## src/rtl/isa_pkg.sv

```systemverilog
// rtl/isa_pkg.sv - MIPS-subset encodings, ALU control codes and decode-stage types
// Shared with the downstream ALU control so both sides agree on FuncCode/ALUOp values.
package isa_pkg;

   localparam logic [5:0] OP_RTYPE = 6'h00;
   localparam logic [5:0] OP_BEQ   = 6'h04;
   localparam logic [5:0] OP_ADDI  = 6'h08;
   localparam logic [5:0] OP_SLTI  = 6'h0A;
   localparam logic [5:0] OP_ANDI  = 6'h0C;
   localparam logic [5:0] OP_ORI   = 6'h0D;

   localparam logic [5:0] FN_ADD = 6'h20;
   localparam logic [5:0] FN_SUB = 6'h22;
   localparam logic [5:0] FN_AND = 6'h24;
   localparam logic [5:0] FN_OR  = 6'h25;
   localparam logic [5:0] FN_NOR = 6'h27;
   localparam logic [5:0] FN_SLT = 6'h2A;

   localparam logic [3:0] FC_ADD = 4'b0000;
   localparam logic [3:0] FC_SUB = 4'b0010;
   localparam logic [3:0] FC_AND = 4'b0100;
   localparam logic [3:0] FC_OR  = 4'b0101;
   localparam logic [3:0] FC_NOR = 4'b0111;
   localparam logic [3:0] FC_SLT = 4'b1010;

   typedef enum logic [1:0] {
      ALU_ADD  = 2'b00,
      ALU_SUB  = 2'b01,
      ALU_FUNC = 2'b10
   } alu_op_e;

   typedef enum logic [1:0] {
      ST_IDLE,
      ST_DECODE,
      ST_EXECUTE,
      ST_WRITEBACK
   } state_e;

   typedef struct packed {
      logic [4:0]  read1;
      logic [4:0]  read2;
      logic [4:0]  write_reg;
      logic [3:0]  func_code;
      alu_op_e     alu_op;
      logic        alu_src_imm;
      logic [31:0] imm_ext;
   } ctrl_t;

endpackage

```

## src/rtl/instr_decode_ctrl_if.sv

```systemverilog
// rtl/instr_decode_ctrl_if.sv - instruction handshake, datapath controls and status bundle
interface instr_decode_ctrl_if #(
   parameter int CNT_W = 32
);
   logic             instr_valid;
   logic [31:0]      instr;
   logic             instr_ready;
   logic             Zero;
   logic [4:0]       Read1;
   logic [4:0]       Read2;
   logic [4:0]       WriteReg;
   logic [1:0]       RegWrite;
   logic [3:0]       FuncCode;
   logic [1:0]       ALUOp;
   logic             alu_src_imm;
   logic [31:0]      imm_ext;
   logic             branch_taken;
   logic             done;
   logic             illegal;
   logic [CNT_W-1:0] instr_count;

   modport master (
      output instr_valid, instr, Zero,
      input  instr_ready, Read1, Read2, WriteReg, RegWrite, FuncCode, ALUOp,
             alu_src_imm, imm_ext, branch_taken, done, illegal, instr_count
   );

   modport slave (
      input  instr_valid, instr, Zero,
      output instr_ready, Read1, Read2, WriteReg, RegWrite, FuncCode, ALUOp,
             alu_src_imm, imm_ext, branch_taken, done, illegal, instr_count
   );
endinterface

```

## src/rtl/instr_decoder.sv

```systemverilog
// rtl/instr_decoder.sv - combinational map from instruction word to control bundle and flags
module instr_decoder
   import isa_pkg::*;
(
   input  logic [31:0] ir,
   output ctrl_t       ctrl,
   output logic        legal,
   output logic        writes_reg,
   output logic        is_beq
);
   logic [5:0]  opcode;
   logic [5:0]  funct;
   logic [31:0] imm_sext;
   logic [31:0] imm_zext;

   assign opcode   = ir[31:26];
   assign funct    = ir[5:0];
   assign imm_sext = {{16{ir[15]}}, ir[15:0]};
   assign imm_zext = {16'h0000, ir[15:0]};

   always_comb begin
      ctrl       = '0;
      ctrl.read1 = ir[25:21];
      ctrl.read2 = ir[20:16];
      legal      = 1'b0;
      writes_reg = 1'b0;
      is_beq     = 1'b0;
      case (opcode)
         OP_RTYPE: begin
            if (funct inside {FN_ADD, FN_SUB, FN_AND, FN_OR, FN_NOR, FN_SLT}) begin
               legal          = 1'b1;
               writes_reg     = 1'b1;
               ctrl.alu_op    = ALU_FUNC;
               ctrl.func_code = funct[3:0];
               ctrl.write_reg = ir[15:11];
            end
         end
         OP_ADDI, OP_SLTI, OP_ANDI, OP_ORI: begin
            legal            = 1'b1;
            writes_reg       = 1'b1;
            ctrl.alu_op      = ALU_FUNC;
            ctrl.alu_src_imm = 1'b1;
            ctrl.write_reg   = ir[20:16];
            // Logical immediates are zero-extended, arithmetic ones sign-extended.
            case (opcode)
               OP_ADDI: begin ctrl.func_code = FC_ADD; ctrl.imm_ext = imm_sext; end
               OP_SLTI: begin ctrl.func_code = FC_SLT; ctrl.imm_ext = imm_sext; end
               OP_ANDI: begin ctrl.func_code = FC_AND; ctrl.imm_ext = imm_zext; end
               default: begin ctrl.func_code = FC_OR;  ctrl.imm_ext = imm_zext; end
            endcase
         end
         OP_BEQ: begin
            legal        = 1'b1;
            is_beq       = 1'b1;
            ctrl.alu_op  = ALU_SUB;
            ctrl.imm_ext = imm_sext;
         end
         default: ;
      endcase
   end
endmodule

```

## src/rtl/instr_decode_ctrl.sv

```systemverilog
// rtl/instr_decode_ctrl.sv - four-state decode/control sequencer for the ALU + register file
module instr_decode_ctrl
   import isa_pkg::*;
#(
   parameter int CNT_W = 32
) (
   input  logic               clk,
   input  logic               rst_n,
   instr_decode_ctrl_if.slave bus
);
   state_e           state_d, state_q;
   logic [31:0]      ir_d, ir_q;
   ctrl_t            ctrl_d, ctrl_q, dec_ctrl;
   logic             dec_legal, dec_writes, dec_beq;
   logic             legal_d, legal_q;
   logic             writes_d, writes_q;
   logic             beq_d, beq_q;
   logic [1:0]       reg_write_d, reg_write_q;
   logic             done_d, done_q;
   logic             illegal_d, illegal_q;
   logic             z_d, z_q;
   logic             ready_d, ready_q;
   logic [CNT_W-1:0] cnt_d, cnt_q;
   logic             accept;

   assign accept = (state_q == ST_IDLE) && bus.instr_valid;
   assign ir_d   = accept ? bus.instr : ir_q;

   // Decoding the incoming word lets the controls be registered at the accept edge.
   instr_decoder u_decoder (
      .ir         (ir_d),
      .ctrl       (dec_ctrl),
      .legal      (dec_legal),
      .writes_reg (dec_writes),
      .is_beq     (dec_beq)
   );

   always_comb begin
      state_d     = state_q;
      ctrl_d      = ctrl_q;
      legal_d     = legal_q;
      writes_d    = writes_q;
      beq_d       = beq_q;
      cnt_d       = cnt_q;
      reg_write_d = 2'b00;
      done_d      = 1'b0;
      illegal_d   = 1'b0;
      z_d         = 1'b0;
      ready_d     = 1'b0;
      case (state_q)
         ST_IDLE: begin
            if (accept) begin
               state_d  = ST_DECODE;
               ctrl_d   = dec_ctrl;
               legal_d  = dec_legal;
               writes_d = dec_writes;
               beq_d    = dec_beq;
            end else begin
               ready_d  = 1'b1;
            end
         end
         ST_DECODE: begin
            if (legal_q) begin
               state_d   = ST_EXECUTE;
            end else begin
               state_d   = ST_IDLE;
               ctrl_d    = '0;
               legal_d   = 1'b0;
               writes_d  = 1'b0;
               beq_d     = 1'b0;
               illegal_d = 1'b1;
               ready_d   = 1'b1;
            end
         end
         ST_EXECUTE: begin
            state_d     = ST_WRITEBACK;
            reg_write_d = (writes_q && (ctrl_q.write_reg != 5'd0)) ? 2'b01 : 2'b00;
            done_d      = 1'b1;
            cnt_d       = cnt_q + CNT_W'(1);
            z_d         = beq_q && bus.Zero;
         end
         default: begin
            state_d  = ST_IDLE;
            ctrl_d   = '0;
            legal_d  = 1'b0;
            writes_d = 1'b0;
            beq_d    = 1'b0;
            ready_d  = 1'b1;
         end
      endcase
   end

   always_ff @(posedge clk or negedge rst_n) begin
      if (!rst_n) begin
         state_q     <= ST_IDLE;
         ir_q        <= '0;
         ctrl_q      <= '0;
         legal_q     <= 1'b0;
         writes_q    <= 1'b0;
         beq_q       <= 1'b0;
         reg_write_q <= 2'b00;
         done_q      <= 1'b0;
         illegal_q   <= 1'b0;
         z_q         <= 1'b0;
         ready_q     <= 1'b1;
         cnt_q       <= '0;
      end else begin
         state_q     <= state_d;
         ir_q        <= ir_d;
         ctrl_q      <= ctrl_d;
         legal_q     <= legal_d;
         writes_q    <= writes_d;
         beq_q       <= beq_d;
         reg_write_q <= reg_write_d;
         done_q      <= done_d;
         illegal_q   <= illegal_d;
         z_q         <= z_d;
         ready_q     <= ready_d;
         cnt_q       <= cnt_d;
      end
   end

   assign bus.instr_ready  = ready_q;
   assign bus.Read1        = ctrl_q.read1;
   assign bus.Read2        = ctrl_q.read2;
   assign bus.WriteReg     = ctrl_q.write_reg;
   assign bus.RegWrite     = reg_write_q;
   assign bus.FuncCode     = ctrl_q.func_code;
   assign bus.ALUOp        = ctrl_q.alu_op;
   assign bus.alu_src_imm  = ctrl_q.alu_src_imm;
   assign bus.imm_ext      = ctrl_q.imm_ext;
   assign bus.branch_taken = z_q;
   assign bus.done         = done_q;
   assign bus.illegal      = illegal_q;
   assign bus.instr_count  = cnt_q;
endmodule

```

## src/flat_wrapper.sv

```systemverilog
// flat-port wrapper written by rule: the top's interface ports become plain ports
module instr_decode_ctrl_flat import isa_pkg::*;
#(
   parameter int CNT_W = 32
)
  (clk, rst_n, bus_instr_valid, bus_instr, bus_Zero, bus_instr_ready, bus_Read1, bus_Read2, bus_WriteReg, bus_RegWrite, bus_FuncCode, bus_ALUOp, bus_alu_src_imm, bus_imm_ext, bus_branch_taken, bus_done, bus_illegal, bus_instr_count);
  instr_decode_ctrl_if #(.CNT_W(CNT_W)) bus_i ();
  input  logic clk;
  input  logic rst_n;
  input wire logic [$bits(bus_i.instr_valid)-1:0] bus_instr_valid;
  input wire logic [$bits(bus_i.instr)-1:0] bus_instr;
  input wire logic [$bits(bus_i.Zero)-1:0] bus_Zero;
  output wire logic [$bits(bus_i.instr_ready)-1:0] bus_instr_ready;
  output wire logic [$bits(bus_i.Read1)-1:0] bus_Read1;
  output wire logic [$bits(bus_i.Read2)-1:0] bus_Read2;
  output wire logic [$bits(bus_i.WriteReg)-1:0] bus_WriteReg;
  output wire logic [$bits(bus_i.RegWrite)-1:0] bus_RegWrite;
  output wire logic [$bits(bus_i.FuncCode)-1:0] bus_FuncCode;
  output wire logic [$bits(bus_i.ALUOp)-1:0] bus_ALUOp;
  output wire logic [$bits(bus_i.alu_src_imm)-1:0] bus_alu_src_imm;
  output wire logic [$bits(bus_i.imm_ext)-1:0] bus_imm_ext;
  output wire logic [$bits(bus_i.branch_taken)-1:0] bus_branch_taken;
  output wire logic [$bits(bus_i.done)-1:0] bus_done;
  output wire logic [$bits(bus_i.illegal)-1:0] bus_illegal;
  output wire logic [$bits(bus_i.instr_count)-1:0] bus_instr_count;
  assign bus_i.instr_valid = bus_instr_valid;
  assign bus_i.instr = bus_instr;
  assign bus_i.Zero = bus_Zero;
  assign bus_instr_ready = bus_i.instr_ready;
  assign bus_Read1 = bus_i.Read1;
  assign bus_Read2 = bus_i.Read2;
  assign bus_WriteReg = bus_i.WriteReg;
  assign bus_RegWrite = bus_i.RegWrite;
  assign bus_FuncCode = bus_i.FuncCode;
  assign bus_ALUOp = bus_i.ALUOp;
  assign bus_alu_src_imm = bus_i.alu_src_imm;
  assign bus_imm_ext = bus_i.imm_ext;
  assign bus_branch_taken = bus_i.branch_taken;
  assign bus_done = bus_i.done;
  assign bus_illegal = bus_i.illegal;
  assign bus_instr_count = bus_i.instr_count;
  instr_decode_ctrl #(.CNT_W(CNT_W)) u_core (.clk(clk), .rst_n(rst_n), .bus(bus_i));
endmodule
```

## config.mk

```make
export PLATFORM = sky130hd
export DESIGN_NAME = instr_decode_ctrl_flat
export DESIGN_NICKNAME = d
export VERILOG_FILES = /design/src/rtl/isa_pkg.sv /design/src/rtl/instr_decode_ctrl_if.sv /design/src/rtl/instr_decoder.sv /design/src/rtl/instr_decode_ctrl.sv /design/src/flat_wrapper.sv
export SDC_FILE = /design/constraint.sdc
export NUM_CORES = 1
export LEC_CHECK = 0
export CAP_MARGIN = 10
export CORE_MARGIN = 2
export CORE_UTILIZATION = 35
export DETAILED_ROUTE_END_ITERATION = 16
export DONT_BUFFER_PORTS = 1
export GPL_TIMING_DRIVEN = 0
export PLACE_DENSITY_LB_ADDON = 0.05
export SLEW_MARGIN = 20
export SYNTH_ARGS = -nofsm -noshare
export SYNTH_HDL_FRONTEND = slang
export SYNTH_SLANG_ARGS = --single-unit
```

## constraint.sdc

```tcl
create_clock -name clk -period 2.65 [get_ports clk]
set_clock_uncertainty 0.1 [all_clocks]
set_input_delay 0.53 -clock clk [delete_from_list [all_inputs] [get_ports clk]]
set_output_delay 0.53 -clock clk [all_outputs]
set_load 0.005 [all_outputs]
```

==> flow_summary.yaml, run 1 <==
min_path:
  hp-class: "input pin to asynchronous set/reset pin"
synthesis:
  syn_area_mm2: 0.00495
  synth-edff-count: 0
  yosysTopAreaCell: "dfrtp_1"
  yosysSeqAreaShare: 0.566
  yosys_warnings: 0
  synthCells: 450
  synth_nets: 491
  syn_area_per_cell_um2: 11.0
  yosysUniqueCellTypes: 59
  async_reset_ff_frac: 1.00
  synth_area_leaders: "dfrtp_1, nand2_1, xnor2_1, a32o_1, buf_4"
  synth-seq-cells: 112
  yosysTopAreaCellShare: 0.561
  synth_flop_cell: "dfrtp_1"
routing:
  antenna_left: 0
  wl_mm: 12.0
  post_drt_wl_per_cell_um: 18.6
  drc: 0
  num_vias: 3395
  initialDrtViolationCount: 214
  dr.pass1.iters: 4
  routed_via_density: 5.24
finish:
  layout-drive-gt1-share: 0.139
  final_common_cell: "dfrtp_1"
  fin_nets: 504
  mostFrequentLayoutCells: "dfrtp_1, nand2_1, xnor2_1, buf_4, a22o_1"
  syn_to_final_growth_pct: 11.4
setup_path:
  arrival_ps: 2770
  cp-end-kind: "flip-flop"
  cp_cell_sequence: "inv_1 -> ha_1 -> nand2_2 -> a221o_1 -> o22ai_2 -> buf_2 -> a32o_1"
  r2r-start: "u_core.state_q[0]"
  worstPathBufferInverterCount: 2
  r2r-end: "u_core.bus.imm_ext[7]"
  critical_path.slowest_cell: "a221o_1"
  ff2ff_path_depth: 7
  cp.required_ps: 2840
  start_kind: "flip-flop"
  slowest_delay_ps: 480
  rrSetupSlack_ps: 70
  path_class: "flip-flop to flip-flop"
  cp.depth: 7
  path_max_fanout: 10
  worst_path_dominant_cell_family: "compound AO/OA/AOI/OAI gates"
grt:
  gr-total-overflow: 0
  grt_pass1_wl_mm: 19.1
  antenna_found_initial: 1
  grt_pass1_vias: 3505
  grt_max_degree: 113
  grt_usage: 0.166
timing:
  tns_ps: 0
  post-route-min-period_ps: 2580
  finalHoldViolations: 112
  setup_ws_ps: 73.2
  final.period_utilization: 0.972
  rsz0062_at_grt: "yes"
  setup_violations: 0
  worstMarginPinSlew_ps: 513
  slew_viol_final: 0
  slew_headroom: 0.658
  whs_ps: -229
  max_freq_mhz: 388
cts:
  cts_buffer_depth: 2
  cts_tree: "done"
  clock_latency_ps: 350
  cts_made_buffers: 9
  cts_sinks: 112
  cts.htree.levels: 3
  path_clk_slew_ps: 70
  cts_root_buf: "clkbuf_16"
outcome:
  status: "complete, but fails checks"
  failed_checks: "hold timing"
floorplanning:
  die_area_mm2: 0.0151
  initial_core_util: 0.358
  num_rows: 43
  die_h_um: 123
  design.core.area_mm2: 0.0138
  die_w_um: 123
  io_pins: 128
place:
  io_buffers: 0
  post-dp-hpwl_mm: 8.49
  place_congestion: 0.800
  place_ws_ps: -129
power_and_ir_drop:
  powerDensity_mw_per_mm2: 933
  p_leak_nw: 2.65
  ir_drop_v: 0.000358
  power_w: 0.00515
job:
  max_cap_violations: 0
-- layout make-up --
type	count	area [um^2]
buffer	37	229
antenna	1	2.50
sequential	112	2800
timing repair buffer	2	15.0
inverter	7	26.3
multi-input combinational	294	1920
clock buffer	10	229
tap	180	225
fill	1335	8310
clock inverter	5	65.1
-- worst max-delay path by stage --
stage	from	endpoint
final	u_core.state_q[0]	u_core.bus.imm_ext[7]
after global placement	u_core.state_q[0]	u_core.bus.FuncCode[0]
after CTS	u_core.state_q[0]	u_core.bus.Read1[3]
after floorplan	u_core.state_q[0]	u_core.bus.instr_count[31]
after global routing	u_core.state_q[0]	u_core.bus.FuncCode[0]
after detailed placement	u_core.state_q[0]	u_core.bus.FuncCode[0]
-- stage by stage --
stage / util / cells / instance area [um^2] / hold WS (ps)
detailed placement: 0.374 / 630 / 5180 / 139
floorplan: - / 450 / 4950 / 134
global placement: 0.374 / 630 / 5180 / 139
finish: 0.399 / 648 / 5520 / -229
CTS: 0.397 / 645 / 5490 / -246
global route: 0.399 / 648 / 5520 / -244
-- logic make-up after synthesis --
| logic type | count (synthesis) | share of synthesized area |
|---|---|---|
| and+or+nand+nor | 178 | 0.181 |
| DFF | 112 | 0.566 |
| AOI/OAI and AO/OA | 73 | 0.121 |
| buffers and inverters | 44 | 0.0508 |
| xor gates and xnor gates | 31 | 0.0548 |
| muxes | 6 | 0.0129 |
| adders and majority gates | 5 | 0.0126 |
| other | 1 | 0.000757 |
-- power breakdown --
| part | internal (W) | total [W] | leakage (nW) | switching [W] |
|---|---|---|---|---|
| Combinational | 0.000481 | 0.00139 | 1.01 | 0.000907 |
| Clock | 0.000740 | 0.00139 | 0.144 | 0.000645 |
| Sequential | 0.00210 | 0.00237 | 1.49 | 0.000270 |
-- cell usage after synthesis (all sizes together), types with 3 or more instances --
master	instances
dfrtp	111
nand2	104
buf	29
xnor2	22
a22o	16
a32o	15
nor2	13
o21ai	10
and3	9
nand3	9
nand4	9
xor2	9
clkbuf	8
inv	7
a21oi	6
a31o	5
ha	5
a221o	4
nand2b	4
nor2b	4
or3	4
a31oi	3
and2	3
mux2	3
mux2i	3
nand3b	3
nor3	3
-- state kept, by name, summed over array words and instances, names as in the netlist --
name                     cells
u_core.bus.instr_count      32
u_core.ir_q                 31
u_core.bus.imm_ext          17
u_core.bus.Read1             5
u_core.bus.Read2             5
u_core.bus.WriteReg          5
u_core.bus.FuncCode          4
u_core.bus.ALUOp             2
u_core.state_q               2
u_core.beq_q                 1
u_core.bus.RegWrite          1
u_core.bus.alu_src_imm       1
u_core.bus.branch_taken      1
u_core.bus.done              1
u_core.bus.illegal           1
u_core.bus.instr_ready       1
u_core.legal_q               1
u_core.writes_q              1
-- metal layers --
layer	GRT usage	vias to the layer above	part of all wire
met5	0	-	0
met4	0.0654	0	0.017
met3	0.0526	16	0.080
met2	0.254	96	0.46
met1	0.220	1688	0.44
li1	-	1595	-
-- what timing repair did --
| action | in CTS | in global routing |
|---|---|---|
| pin swaps | 0 | 1 |
| endpoints found under the hold margin | 112 | 112 |
| setup endpoints to repair | 11 | 50 |
| buffers inserted | 0 | 2 |
| gates resized for setup | 3 | 6 |
-- worst reg2reg max path, stage by stage, from the launching register on --
cell and delay, ps:
dfrtp_1 410, inv_1 120, ha_1 320, nand2_2 200, a221o_1 480, o22ai_2 360, buf_2 330, a32o_1 200
No activity file was read; power rests on OpenSTA's default activity.
==> run 2, diff against run 1 <==
--- a/config.mk
+++ b/config.mk
@@ -10,7 +10,6 @@
 export CORE_UTILIZATION = 35
 export DETAILED_ROUTE_END_ITERATION = 16
 export DONT_BUFFER_PORTS = 1
-export GPL_TIMING_DRIVEN = 0
 export PLACE_DENSITY_LB_ADDON = 0.05
 export SLEW_MARGIN = 20
 export SYNTH_ARGS = -nofsm -noshare
==> run 2 against run 1 <==
Compared with the run above: the flow still finishes with violations (hold timing); via count decreased by 2.5%; non-clock buffer count is 21 lower; maximum frequency grew 5.7%; worst setup slack improved by 140 ps; count of clock-buffer cells in the layout is the same; total power is 0.43% higher; critical endpoint is now u_core.bus.ALUOp[1]; highest routed layer unchanged.
==> flow_summary.yaml, run 2 (synthesized netlist as in run 1, its figures left out) <==
outcome:
  status: "complete, but fails checks"
  failed_checks: "hold timing"
cts:
  cts_buffer_depth: 2
  cts_root_buf: "clkbuf_16"
  post_cts_buffers: 0
  clock_latency_ps: 360
  cts_tree: "done"
  cts.htree.levels: 3
  cts_sinks: 112
  path_clk_slew_ps: 70
  cts_made_buffers: 9
floorplanning:
  io_pins: 128
  num_rows: 43
  design.core.area_mm2: 0.0138
  initial_core_util: 0.358
  die_area_mm2: 0.0151
  die_h_um: 123
  die_w_um: 123
finish:
  fin_nets: 483
  layout-drive-gt1-share: 0.121
  diodes: 0
  fin_util: 0.391
  final_common_cell: "dfrtp_1"
  syn_to_final_growth_pct: 9.10
  mostFrequentLayoutCells: "dfrtp_1, nand2_1, xnor2_1, buf_4, a22o_1"
  largest_reg_flops: 32
timing:
  slew_headroom: 0.502
  finalHoldViolations: 112
  worstMarginPinSlew_ps: 747
  max_freq_mhz: 410
  rsz0062_at_grt: "no"
  final.period_utilization: 0.920
  post-route-min-period_ps: 2440
  tns_ps: 0
  setup_violations: 0
  whs_ps: -231
  slew_viol_final: 0
setup_path:
  ff2ff_path_depth: 8
  cp.required_ps: 2780
  path_max_fanout: 8
  arrival_ps: 2570
  cp_cell_sequence: "inv_1 -> ha_1 -> buf_4 -> and4bb_2 -> o221ai_1 -> nor3b_2 -> and2_2 -> a221o_1"
  path_class: "flip-flop to flip-flop"
  cp-end-kind: "flip-flop"
  critical_path.slowest_cell: "dfrtp_1"
  start_kind: "flip-flop"
  slowest_delay_ps: 400
routing:
  post_drt_wl_per_cell_um: 18.9
  dr.pass1.iters: 4
  num_vias: 3309
  wl_mm: 11.9
  routed_via_density: 5.29
  antenna_left: 0
  drc: 0
  initialDrtViolationCount: 139
grt:
  grt_usage: 0.163
  antenna_found_initial: 0
  grt_pass1_vias: 3545
  gr-total-overflow: 0
  grt_pass1_wl_mm: 18.7
  grt_max_degree: 113
power_and_ir_drop:
  p_sw_w: 0.00180
  power.share.clock: 0.266
  powerDensity_mw_per_mm2: 957
  combPwrFrac: 0.273
  ir_drop_v: 0.000300
  power_frac_seq: 0.460
  swShare: 0.347
  p_int_w: 0.00337
  power_w: 0.00517
  p_leak_nw: 2.53
min_path:
  hp-class: "input pin to asynchronous set/reset pin"
job:
  max_cap_violations: 0
place:
  post-dp-hpwl_mm: 8.26
  io_buffers: 0
  place_congestion: 0.789
## run 2: cell count changes in the layout (fill, tap and decap cells not counted), sizes merged
cell      delta
clkinv       -1
clkinvlp     +1
buf         -13
diode        -1
clkbuf       -8
## run 2: path summary, 6_finish.rpt
path	startpoint	to	slack, ps
worst max-delay path	u_core.state_q[0]	u_core.bus.ALUOp[1]	210
worst min-delay path	rst_n	u_core.bus.instr_count[30]	-230
worst max register to register	u_core.state_q[0]	u_core.bus.ALUOp[1]	210
worst min register to register	u_core.ir_q[7]	u_core.ir_q[7]	370
max in group asynchronous	rst_n	u_core.bus.imm_ext[30]	2490
min in group clk	bus_instr[30]	u_core.ir_q[30]	190
## run 2: stage by stage
| stage | cells | setup slack, ps | cell area [um^2] |
|---|---|---|---|
| after floorplan | 450 | 399 | 4950 |
| after CTS | 626 | 164 | 5400 |
| after global placement | 611 | 244 | 5100 |
| after detailed placement | 611 | 197 | 5100 |
| after global routing | 626 | 33.6 | 5400 |
| final | 626 | 212 | 5400 |
## run 2: critical path: cells and delay by family (launching register included)
family	cells	cell delay (ps)
AOI/OAI and AO/OA	2	620
adders and majority gates	1	300
buffers and inverters	2	290
DFF	1	400
and+or+nand+nor	3	610
## run 2: cell type report
type | count | area, um^2
multi-input combinational | 294 | 1900
sequential | 112 | 2800
fill | 1389 | 8420
timing repair buffer | 18 | 148
clock buffer | 10 | 229
clock inverter | 5 | 66.3
tap | 180 | 225
inverter | 7 | 26.3
## run 2: routing by layer
layer / track usage / share of wire / vias to the layer above
li1: - / - / 1534
met1: 0.211 / 0.43 / 1675
met2: 0.250 / 0.47 / 87
met3: 0.0540 / 0.080 / 13
met4: 0.0682 / 0.021 / 0
met5: 0 / 0 / -
## run 2: repair_timing
item | CTS | global route
hold endpoints to repair | 112 | 112
gates resized for setup | 0 | 3
endpoints found under the setup margin | 0 | 5
## run 2: power groups by stage
stage	clock, W	combinational, W	sequential, W
after CTS	0.00143	0.00143	0.00239
final	0.00138	0.00141	0.00238
after floorplan	0	0.00103	0.00232
after global placement	0	0.00142	0.00241
after detailed placement	0	0.00143	0.00242
after global routing	0.00150	0.00160	0.00244
